==> src/rtl/imem_arbiter.sv <==
// imem_arbiter: shares one instruction memory between the core fetch port
// (read) and the program loader (write).
//   BOOT : only the loader is served; fetch is held off until load_done.
//   RUN  : fetch has priority; a loader request denied MAX_WAIT consecutive
//          cycles is forced through on the next cycle (fetch waits).
// Read data from the combinational memory port is registered (latency 1).
// Optional build macro: IMEM_MISALIGN_CHECK_EN
//   defined     -> accesses with addr[1:0] != 0 complete their handshake but
//                  never reach memory; fetch returns rvalid=1, err=1, rdata=0,
//                  loader writes are dropped.
//   not defined -> addresses pass through unchanged; fetch_err is always 0.
module imem_arbiter #(
   parameter int unsigned WIDTH    = 32,
   parameter int unsigned MAX_WAIT = 4
) (
   input  logic             clk,
   input  logic             rst_n,
   input  logic             load_done,
   input  logic             fetch_req,
   input  logic [WIDTH-1:0] fetch_addr,
   output logic             fetch_gnt,
   output logic             fetch_rvalid,
   output logic [WIDTH-1:0] fetch_rdata,
   output logic             fetch_err,
   input  logic             load_req,
   input  logic [WIDTH-1:0] load_addr,
   input  logic [WIDTH-1:0] load_wdata,
   output logic             load_gnt,
   output logic [WIDTH-1:0] mem_addr,
   output logic             mem_we,
   output logic [WIDTH-1:0] mem_wdata,
   input  logic [WIDTH-1:0] mem_rdata,
   output logic             state_run
);

   localparam int unsigned CNT_W = (MAX_WAIT < 1) ? 1 : $clog2(MAX_WAIT + 1);
   localparam logic [CNT_W-1:0] WAIT_MAX = CNT_W'(MAX_WAIT);

   typedef enum logic {
      ST_BOOT = 1'b0,
      ST_RUN  = 1'b1
   } state_e;

   state_e             state_q, state_d;
   logic [CNT_W-1:0]   wait_cnt_q, wait_cnt_d;
   logic               fetch_rvalid_q, fetch_rvalid_d;
   logic [WIDTH-1:0]   fetch_rdata_q, fetch_rdata_d;
   logic               fetch_err_q, fetch_err_d;
   logic               force_load;
   logic               fetch_misal;
   logic               load_misal;

   // Address alignment qualification for the optional misalignment check
   always_comb begin
`ifdef IMEM_MISALIGN_CHECK_EN
      fetch_misal = (fetch_addr[1:0] != 2'b00);
      load_misal  = (load_addr[1:0] != 2'b00);
`else
      fetch_misal = 1'b0;
      load_misal  = 1'b0;
`endif
   end

   // Grant arbitration: BOOT serves only the loader, RUN favours fetch with a starvation bound
   always_comb begin
      fetch_gnt  = 1'b0;
      load_gnt   = 1'b0;
      force_load = 1'b0;
      unique case (state_q)
         ST_BOOT: begin
            load_gnt = load_req;
         end
         ST_RUN: begin
            force_load = (wait_cnt_q == WAIT_MAX);
            load_gnt   = load_req & (~fetch_req | force_load);
            // A forced loader grant steals the cycle; fetch stays pending
            fetch_gnt  = fetch_req & ~load_gnt;
         end
         default: begin
            fetch_gnt = 1'b0;
            load_gnt  = 1'b0;
         end
      endcase
   end

   // Memory port mux: the granted requester drives the memory, idle drives zeros
   always_comb begin
      mem_addr  = '0;
      mem_we    = 1'b0;
      mem_wdata = '0;
      if (load_gnt) begin
         if (!load_misal) begin
            mem_addr  = load_addr;
            mem_wdata = load_wdata;
            mem_we    = 1'b1;
         end
      end else if (fetch_gnt) begin
         if (!fetch_misal) begin
            mem_addr = fetch_addr;
         end
      end
   end

   // Next-state, starvation counter and read-return computation
   always_comb begin
      state_d        = state_q;
      wait_cnt_d     = '0;
      fetch_rvalid_d = fetch_gnt;
      fetch_rdata_d  = fetch_rdata_q;
      fetch_err_d    = fetch_err_q;

      unique case (state_q)
         ST_BOOT: begin
            if (load_done) begin
               state_d = ST_RUN;
            end
         end
         ST_RUN: begin
            if (load_req && !load_gnt) begin
               wait_cnt_d = (wait_cnt_q == WAIT_MAX) ? wait_cnt_q : wait_cnt_q + 1'b1;
            end
         end
         default: begin
            state_d = ST_BOOT;
         end
      endcase

      if (fetch_gnt) begin
         fetch_rdata_d = fetch_misal ? '0 : mem_rdata;
         fetch_err_d   = fetch_misal;
      end
   end

   // State and read-return registers
   always_ff @(posedge clk or negedge rst_n) begin
      if (!rst_n) begin
         state_q        <= ST_BOOT;
         wait_cnt_q     <= '0;
         fetch_rvalid_q <= 1'b0;
         fetch_rdata_q  <= '0;
         fetch_err_q    <= 1'b0;
      end else begin
         state_q        <= state_d;
         wait_cnt_q     <= wait_cnt_d;
         fetch_rvalid_q <= fetch_rvalid_d;
         fetch_rdata_q  <= fetch_rdata_d;
         fetch_err_q    <= fetch_err_d;
      end
   end

   assign fetch_rvalid = fetch_rvalid_q;
   assign fetch_rdata  = fetch_rdata_q;
   assign fetch_err    = fetch_err_q;
   assign state_run    = (state_q == ST_RUN);

endmodule

==> config.mk <==
export PLATFORM = sky130hd
export DESIGN_NAME = imem_arbiter
export DESIGN_NICKNAME = d
export VERILOG_FILES = /design/src/rtl/imem_arbiter.sv
export SDC_FILE = /design/constraint.sdc
export NUM_CORES = 1
export LEC_CHECK = 0
export BUFFER_PORTS_ARGS = -buffer_cell sky130_fd_sc_hd__buf_2
export CAP_MARGIN = 25
export CORE_MARGIN = 10
export CORE_UTILIZATION = 34
export DETAILED_ROUTE_END_ITERATION = 8
export GPL_ROUTABILITY_DRIVEN = 0
export HOLD_SLACK_MARGIN = 0.02
export PLACE_DENSITY = 0.81
export SYNTH_ARGS = -nofsm -noshare
export SYNTH_HDL_FRONTEND = slang
export SYNTH_SLANG_ARGS = --single-unit
==> constraint.sdc <==
create_clock -name clk -period 1.7 [get_ports clk]
set_input_delay 0.34 -clock clk [delete_from_list [all_inputs] [get_ports clk]]
set_output_delay 0.34 -clock clk [all_outputs]
set_load 0.01 [all_outputs]
==> Word-level counts from Yosys, hierarchy flattened <==
Cells that the tools add are included.
Widths: inputs -> output; s select.
{ "totals": {"regBits": 37, "inputBits": 133} }
{ "op_classes": {"add_sub_neg": 1, "n_eq_ne": 2, "bitwise_logic": 6, "reduce_logical": 2, "muxes": 11} }
{ "ops": {"columns": ["op", "count"], "rows": [
  ["$mux 32", 3],
  ["$mux 3", 3],
  ["$mux 1", 4],
  ["$add 3x1->3 const B", 1],
  ["$eq 3x3->1 const B", 1],
  ["$ne 3x3->1 const B", 1],
  ["$not 1->1", 3],
  ["$and 1x1->1", 2],
  ["$pmux 1 s2", 1],
  ["$logic_and 1x1->1", 1],
  ["$logic_not 1->1", 1],
  ["$or 1x1->1", 1]
]} }

==> Depth between registers and ports, before layout <==
Gate-level depths: netlist (run 1).
{ "logic_depth": {"depth_word": 8, "mapped_depth": 7, "mapped_depth_nobuf": 6} }

==> Worst setup path after synthesis (run 1) <==
Ideal clock, no wire load.
{ "synth_path": {"kind": "reg-to-output", "startpoint": "register wait_cnt_q[0]", "endpoint": "output port mem_addr[22]", "t_arrival_ns": 1.292, "path_slack_ns": 0.068, "path_stages_with_launch": 8, "path_cell_list": "dfrtp_1 > inv_1 > ha_1 > nand3_1 > nand2_2 > inv_2 > buf_2 > a22o_1"} }
{ "synth_between": {"elab_chain_len": 8} }
{ "synth_lines": {"columns": ["element", "line", "source"], "rows": [
  ["from (decl)", "45", "logic [CNT_W-1:0] wait_cnt_q, wait_cnt_d;"],
  ["from (signal assigned)", "144", "wait_cnt_q <= wait_cnt_d;"],
  ["$eq 3x3->1", "74", "force_load = (wait_cnt_q == WAIT_MAX);"],
  ["$or 1x1->1", "75", "load_gnt = load_req & (~fetch_req | force_load);"],
  ["$and 1x1->1", "75", null],
  ["$not 1->1", "77", "fetch_gnt = fetch_req & ~load_gnt;"],
  ["$and 1x1->1", "77", null],
  ["$mux 1", "69", "unique case (state_q)"],
  ["named net fetch_gnt", "21", "output logic fetch_gnt,"],
  ["$mux 32", "97", "end else if (fetch_gnt) begin"],
  ["$mux 32", "91", "if (load_gnt) begin"],
  ["to (decl)", "29", "output logic [WIDTH-1:0] mem_addr,"]
]} }
The timed path passes the listed nets, and every way through them passes these cells.

==> Worst setup path in the final report (run 1) <==
{ "layout_path": {"startpoint": "register wait_cnt_q[1]", "endpoint": "output port mem_addr[21]"} }
{ "layout_between": {"elab_chain_len": 8} }
{ "layout_lines": {"columns": ["element", "line"], "rows": [
  ["$eq 3x3->1 *", "74"],
  ["$or 1x1->1 *", "75"],
  ["$and 1x1->1 *", "75"],
  ["$not 1->1", "77"],
  ["$and 1x1->1", "77"],
  ["$mux 1", "69"],
  ["$mux 32", "97"],
  ["$mux 32 *", "91"]
]} }
Mark *: on every way between the ends. The rest lies on a longest branch, timed or not.

==> results of run 1 <==
[layer usage]
metal,global-route usage,part of all wire,vias up
met3,0.07539,0.11,20
met1,0.2041,0.32,1157
met4,0.04427,0.030,0
met5,0,0,-
li1,-,-,1090
met2,0.3822,0.54,169
[area by class of cell]
type,count,area [um^2]
Multi-Input combinational cell,111,1047
Clock buffer,7,86.33
Tap cell,75,93.84
Sequential cell,37,925.9
Inverter,3,13.76
Fill cell,437,1872
Timing Repair Buffer,259,1812
[synthesized netlist by cell type]
cell type   n  share of area
a21boi_2    1         0.0056
conb_1      1         0.0019
or2_2       1         0.0031
a22o_1     32           0.14
inv_1       2         0.0037
buf_6       4          0.022
nor3b_1     1         0.0037
clkbuf_8    3          0.020
buf_4       4          0.015
and4_1      1         0.0043
nand2_2     1         0.0031
nand3_1     1         0.0025
mux2i_1     1         0.0050
and2_4      1         0.0043
nand2_1     2         0.0037
mux2_2     32           0.18
ha_1        2          0.012
buf_2       4         0.0099
nor2_1      2         0.0037
dfrtp_1    37           0.46
and2_1     32          0.099
inv_2       1         0.0019
[repair_timing]
item                       in CTS  in global routing
buffers inserted                5                  5
hold endpoints to repair        0                  0
hold buffers                    0                  0
setup endpoints to repair      67                 99
gates cloned                    2                  7
gates resized for setup        32                 55
pin swaps                       4                 23
[worst paths after layout]
check	startpoint	endpoint	slack [ns]
hold reg to reg	fetch_rdata[13]$_DFFE_PN0N_	fetch_rdata[13]$_DFFE_PN0N_	0.50
min in group clk	load_done	state_run$_DFF_PN0_	0.26
setup reg to reg	wait_cnt_q[1]$_DFFE_PN0P_	fetch_rdata[22]$_DFFE_PN0N_	0.03
setup / recovery	wait_cnt_q[1]$_DFFE_PN0P_	mem_addr[21]	-0.40
hold / removal	rst_n	fetch_rdata[17]$_DFFE_PN0N_	0.11
max in group asynchronous	rst_n	fetch_rdata[3]$_DFFE_PN0N_	1.27
[logic make-up (layout without fill, tap and decap cells)]
logic type	after synthesis	after routing	synth area share
and+or+nand+nor	42	42	0.1275
DFF	37	37	0.4579
AOI/OAI and AO/OA	33	33	0.1442
muxes	33	33	0.1832
buffers and inverters	18	269	0.07302
adders and majority gates	2	2	0.01237
other	1	1	0.001855
[flip-flops by register name (all words and copies together), names as in the netlist]
name	cells
fetch_rdata	32
wait_cnt_q	3
fetch_rvalid	1
state_run	1
[through the flow]
step / worst slack (ns) / std cells
after global placement: -0.1140 / 467
final: -0.4043 / 492
after global routing: -0.4880 / 492
after floorplan: 0.06845 / 166
after CTS: -0.3652 / 481
after detailed placement: -0.1435 / 467
[power groups by stage]
stage	combinational [mW]	sequential [mW]	clock, mW
after floorplan	0.287	1.06	0
after global placement	0.715	1.01	0
after detailed placement	0.724	1.02	0
after CTS	0.797	1.00	0.621
after global routing	0.970	1.01	0.661
final	0.914	1.00	0.591
[worst max-delay path, delay by kind of cell, from the launching register on]
kind / cells / cell delay, ns
buffers and inverters: 4 / 0.55
adder cells (fa/ha/maj): 1 / 0.15
AO/OA/AOI/OAI: 2 / 0.32
flip-flops: 1 / 0.40
AND/OR/NAND/NOR: 1 / 0.06
==> impl_metrics.yaml, run 1 <==
clock_tree:
  cts.sinks: 37
  htree_levels: 2
  cts-root-buf: "clkbuf_8"
  clkLatencyLatePin_ns: 0.27
  clk_pin_slew_ns: 0.07
  cts_buffers: 5
  cts_tree: "yes"
  cts_max_path_buffers: 2
sta:
  period_needed_ns: 2.104
  setup-tns-final_ns: -22.98
  setup_viol: 67
  drv_slew: 0
  rsz0062_at_grt: "true"
  max_freq_ghz: 0.4752
  hold_slack_ns: 0.1064
  finClkSkew_ns: 0.001332
  period_share: 1.238
  setup_ws_ns: -0.4043
  finalHoldViolations: 0
setup_path:
  worst_setup_path_start_kind: "flip-flop"
  worstSetupEndpointType: "primary output"
  cpMaxStageDelayCell: "dfrtp_1"
  cp.arrival_ns: 1.76
  criticalPathCategory: "reg -> out"
  slowest_delay_ns: 0.40
  path_max_fanout: 8
  required_ns: 1.36
  crit_chain: "inv_2 > ha_4 > nand2_4 > a21boi_4 > buf_8 > clkbuf_16 > a22o_1 > buf_2"
  r2r_cells: 8
synthesis:
  yosysUniqueCellTypes: 22
  yosysSeqAreaShare: 0.4579
  syn_avg_cell_area_um2: 12.18
  syn-num-nets: 301
  syn_area_mm2: 0.002022
  ys_seq_elements: 37
  synth_cells: 166
  ys_warn_count: 0
layout:
  fin_area_mm2: 0.003979
  syn_to_final_growth_pct: 96.78
  final_util: 0.6801
  mostFrequentLayoutCell: "buf_2"
  final_cell_mix: "198 x buf_2, 37 x dfrtp_1, 36 x buf_6"
  num-nets-final: 552
  drive_gt1_frac: 0.7938
  insertedDiodeCount: 0
route:
  ant_nets: 0
  dr.pass1.iters: 4
  wl_per_cell_um: 22.80
  wl_um: 11220
  num_vias: 2436
  drc: 0
  drt_iter0_drc: 108
  viasPerCell: 4.951
run_status:
  violations: "setup timing"
  status: "finished with violations"
place:
  dp_hpwl_um: 8255
  place_area_mm2: 0.003238
  port_buffers: 233
grt:
  grt_max_degree: 38
  antenna_found_initial: 0
  grt_pass1_wl_um: 15190
  grtUsageTotal: 0.2022
  grt_pass1_vias: 2467
  grt-ovfl-total: 0
power:
  comb_power_share: 0.365
  power.share.switching: 0.2824
  internal-power_mw: 1.799
  power_density_mw_per_mm2: 630.0
  p_leak_nw: 2.169
  power_frac_seq: 0.399
  ir_drop_uv: 644.0
  p_sw_uw: 707.9
  power.total_mw: 2.507
  clkPwrFrac: 0.236
die:
  start_util: 0.3456
  boundaryPins: 235
  dieArea_mm2: 0.009431
  core_area_mm2: 0.005851
  row_count: 28
  die_h_um: 97.12
  die_x_um: 97.12
flow_run:
  cap_violations: 0
worst_hold_path:
  min_path_type: "in -> async"
No activity file was read; power rests on OpenSTA's default activity.
==> inputs of run 2 (changes only) <==
--- a/config.mk
+++ b/config.mk
@@ -8,11 +8,11 @@
 export BUFFER_PORTS_ARGS = -buffer_cell sky130_fd_sc_hd__buf_2
 export CAP_MARGIN = 25
 export CORE_MARGIN = 10
-export CORE_UTILIZATION = 34
+export CORE_UTILIZATION = 33
 export DETAILED_ROUTE_END_ITERATION = 8
 export GPL_ROUTABILITY_DRIVEN = 0
 export HOLD_SLACK_MARGIN = 0.02
-export PLACE_DENSITY = 0.81
+export PLACE_DENSITY = 0.79
 export SYNTH_ARGS = -nofsm -noshare
 export SYNTH_HDL_FRONTEND = slang
 export SYNTH_SLANG_ARGS = --single-unit
==> impl_metrics.yaml, run 2 (same netlist as run 1, synthesis figures left out) <==
route:
  ant_nets: 0
  wl_um: 10320
  num_vias: 2318
  dr.pass1.iters: 4
  drt_iter0_drc: 91
  drc: 0
  wl_per_cell_um: 21.15
  viasPerCell: 4.750
sta:
  setup_ws_ns: -0.3399
  max_freq_ghz: 0.4902
  setup_viol: 67
  rsz0062_at_grt: "true"
  period_needed_ns: 2.040
  period_share: 1.200
  finClkSkew_ns: 0.007369
  finalHoldViolations: 0
  drv_slew: 0
grt:
  grt-ovfl-total: 0
  grt_pass1_wl_um: 14720
  gr-usage-met2: 0.3655
  grtUsageTotal: 0.1914
  grt_max_degree: 38
  grt_util_met3: 0.06624
  grt.busiest_layer: "met2"
  antenna_found_initial: 0
  grt.met1_usage: 0.1941
  grt_pass1_vias: 2463
clock_tree:
  cts-root-buf: "clkbuf_8"
  cts_max_path_buffers: 2
  cts_tree: "yes"
  htree_levels: 2
  clk_pin_slew_ns: 0.07
  clkLatencyLatePin_ns: 0.28
  cts_hold_buf: 0
  cts_buffers: 5
  cts.sinks: 37
die:
  dieArea_mm2: 0.009658
  boundaryPins: 235
  die_h_um: 98.28
  row_count: 28
  core_area_mm2: 0.005921
  start_util: 0.3415
  die_x_um: 98.28
setup_path:
  r2r_cells: 8
  worstSetupEndpointType: "primary output"
  worst_setup_path_start_kind: "flip-flop"
  rr_startpoint: "wait_cnt_q[1]$_DFFE_PN0P_"
  criticalPathCategory: "reg -> out"
  crit_start: "wait_cnt_q[1]$_DFFE_PN0P_"
  worstPathBufferInverterCount: 4
  cp.arrival_ns: 1.70
  crit_chain: "inv_2 > ha_4 > nand2_2 > a21boi_4 > buf_6 > clkbuf_16 > a22o_1 > buf_2"
  slowest_delay_ns: 0.39
  crit_end: "mem_addr[13]"
  timing.rr.end: "fetch_rdata[27]$_DFFE_PN0N_"
  path_max_fanout: 11
  critPathTopFamily: "buffers and inverters"
  required_ns: 1.36
  ff2ff_setup_slack_ns: 0.05
  cpMaxStageDelayCell: "dfrtp_1"
  crit_cells: 8
flow_run:
  cap_violations: 0
layout:
  syn_to_final_growth_pct: 81.50
  insertedDiodeCount: 0
  mostFrequentLayoutCell: "buf_2"
  instances_no_fill: 488
  final_util: 0.6198
  num-nets-final: 548
  drive_gt1_frac: 0.7603
  final_cell_mix: "219 x buf_2, 37 x dfrtp_1, 32 x a22o_1, 32 x mux2_2, 22 x and2_1"
  largest_reg_flops: 32
  fillers: 507
run_status:
  violations: "setup timing"
  status: "finished with violations"
power:
  ir_drop_uv: 624.8
  power_density_mw_per_mm2: 662.1
  p_leak_nw: 2.052
  power.total_mw: 2.430
worst_hold_path:
  min_path_type: "in -> async"
place:
  dp_hpwl_um: 8286
  port_buffers: 233
  dp_cells: 469
[run 2: how the worst min path moves through the flow]
stage	startpoint	to	slack [ns]	cells after the start
5_1_grt	rst_n	fetch_rdata[14]$_DFFE_PN0N_	0.12	2
3_3_place_gp	rst_n	fetch_rdata[11]$_DFFE_PN0N_	0.41	2
3_5_place_dp	rst_n	fetch_rdata[11]$_DFFE_PN0N_	0.42	2
4_1_cts	rst_n	fetch_rdata[20]$_DFFE_PN0N_	0.11	2
2_1_floorplan	rst_n	fetch_rdata[0]$_DFFE_PN0N_	0.04	0
6_report	rst_n	fetch_rdata[17]$_DFFE_PN0N_	0.1	2
[run 2: worst reg2reg max path: cells and delay by family (launching register included)]
kind | cells | cell delay [ns]
simple gates | 2 | 0.18
flops | 1 | 0.39
mux | 1 | 0.36
fa+ha+maj | 1 | 0.14
buf+inv | 4 | 0.47
[run 2: per-stage QoR]
step           cell area [um^2]  TNS (ns)  hold slack, ns  setup WS (ns)
4_1_cts                    3508    -21.69          0.1109        -0.3531
3_5_place_dp               3253    -2.624          0.4204       -0.08619
3_3_place_gp               3253   -0.8407          0.4063       -0.03288
5_1_grt                    3670    -26.16          0.1200        -0.4188
6_report                   3670    -21.10         0.09567        -0.3399
2_1_floorplan              2022         0         0.04441        0.06845
[run 2: cell type report]
| cell class | instances | area (um^2) | share of cell area |
|---|---|---|---|
| Sequential cell | 37 | 925.9 | 0.2523 |
| Tap cell | 75 | 93.84 | 0.02557 |
| Inverter | 3 | 13.76 | 0.003750 |
| Clock buffer | 6 | 82.58 | 0.02250 |
| Timing Repair Buffer | 255 | 1545 | 0.4211 |
| Clock inverter | 1 | 7.507 | 0.002046 |
| Multi-Input combinational cell | 111 | 1001 | 0.2728 |
[run 2: repair_timing]
item / in CTS / in global routing
endpoints found under the setup margin: 68 / 99
gates resized for setup: 26 / 24
buffers inserted: 6 / 2
cloned: 1 / 4
pin swaps: 2 / 2
[run 2: routing by layer]
metal	up-vias	wire, um	part of all wire
met2	130	5690	0.55
li1	1080	-	-
met5	-	0	0
met3	11	1018	0.099
met1	1097	3448	0.33
met4	0	163	0.016
[run 2: power by group]
part | switching (mW) | total, mW | internal [mW]
Combinational | 0.366 | 0.810 | 0.445
Clock | 0.297 | 0.617 | 0.320
Sequential | 0.0392 | 1.00 | 0.963
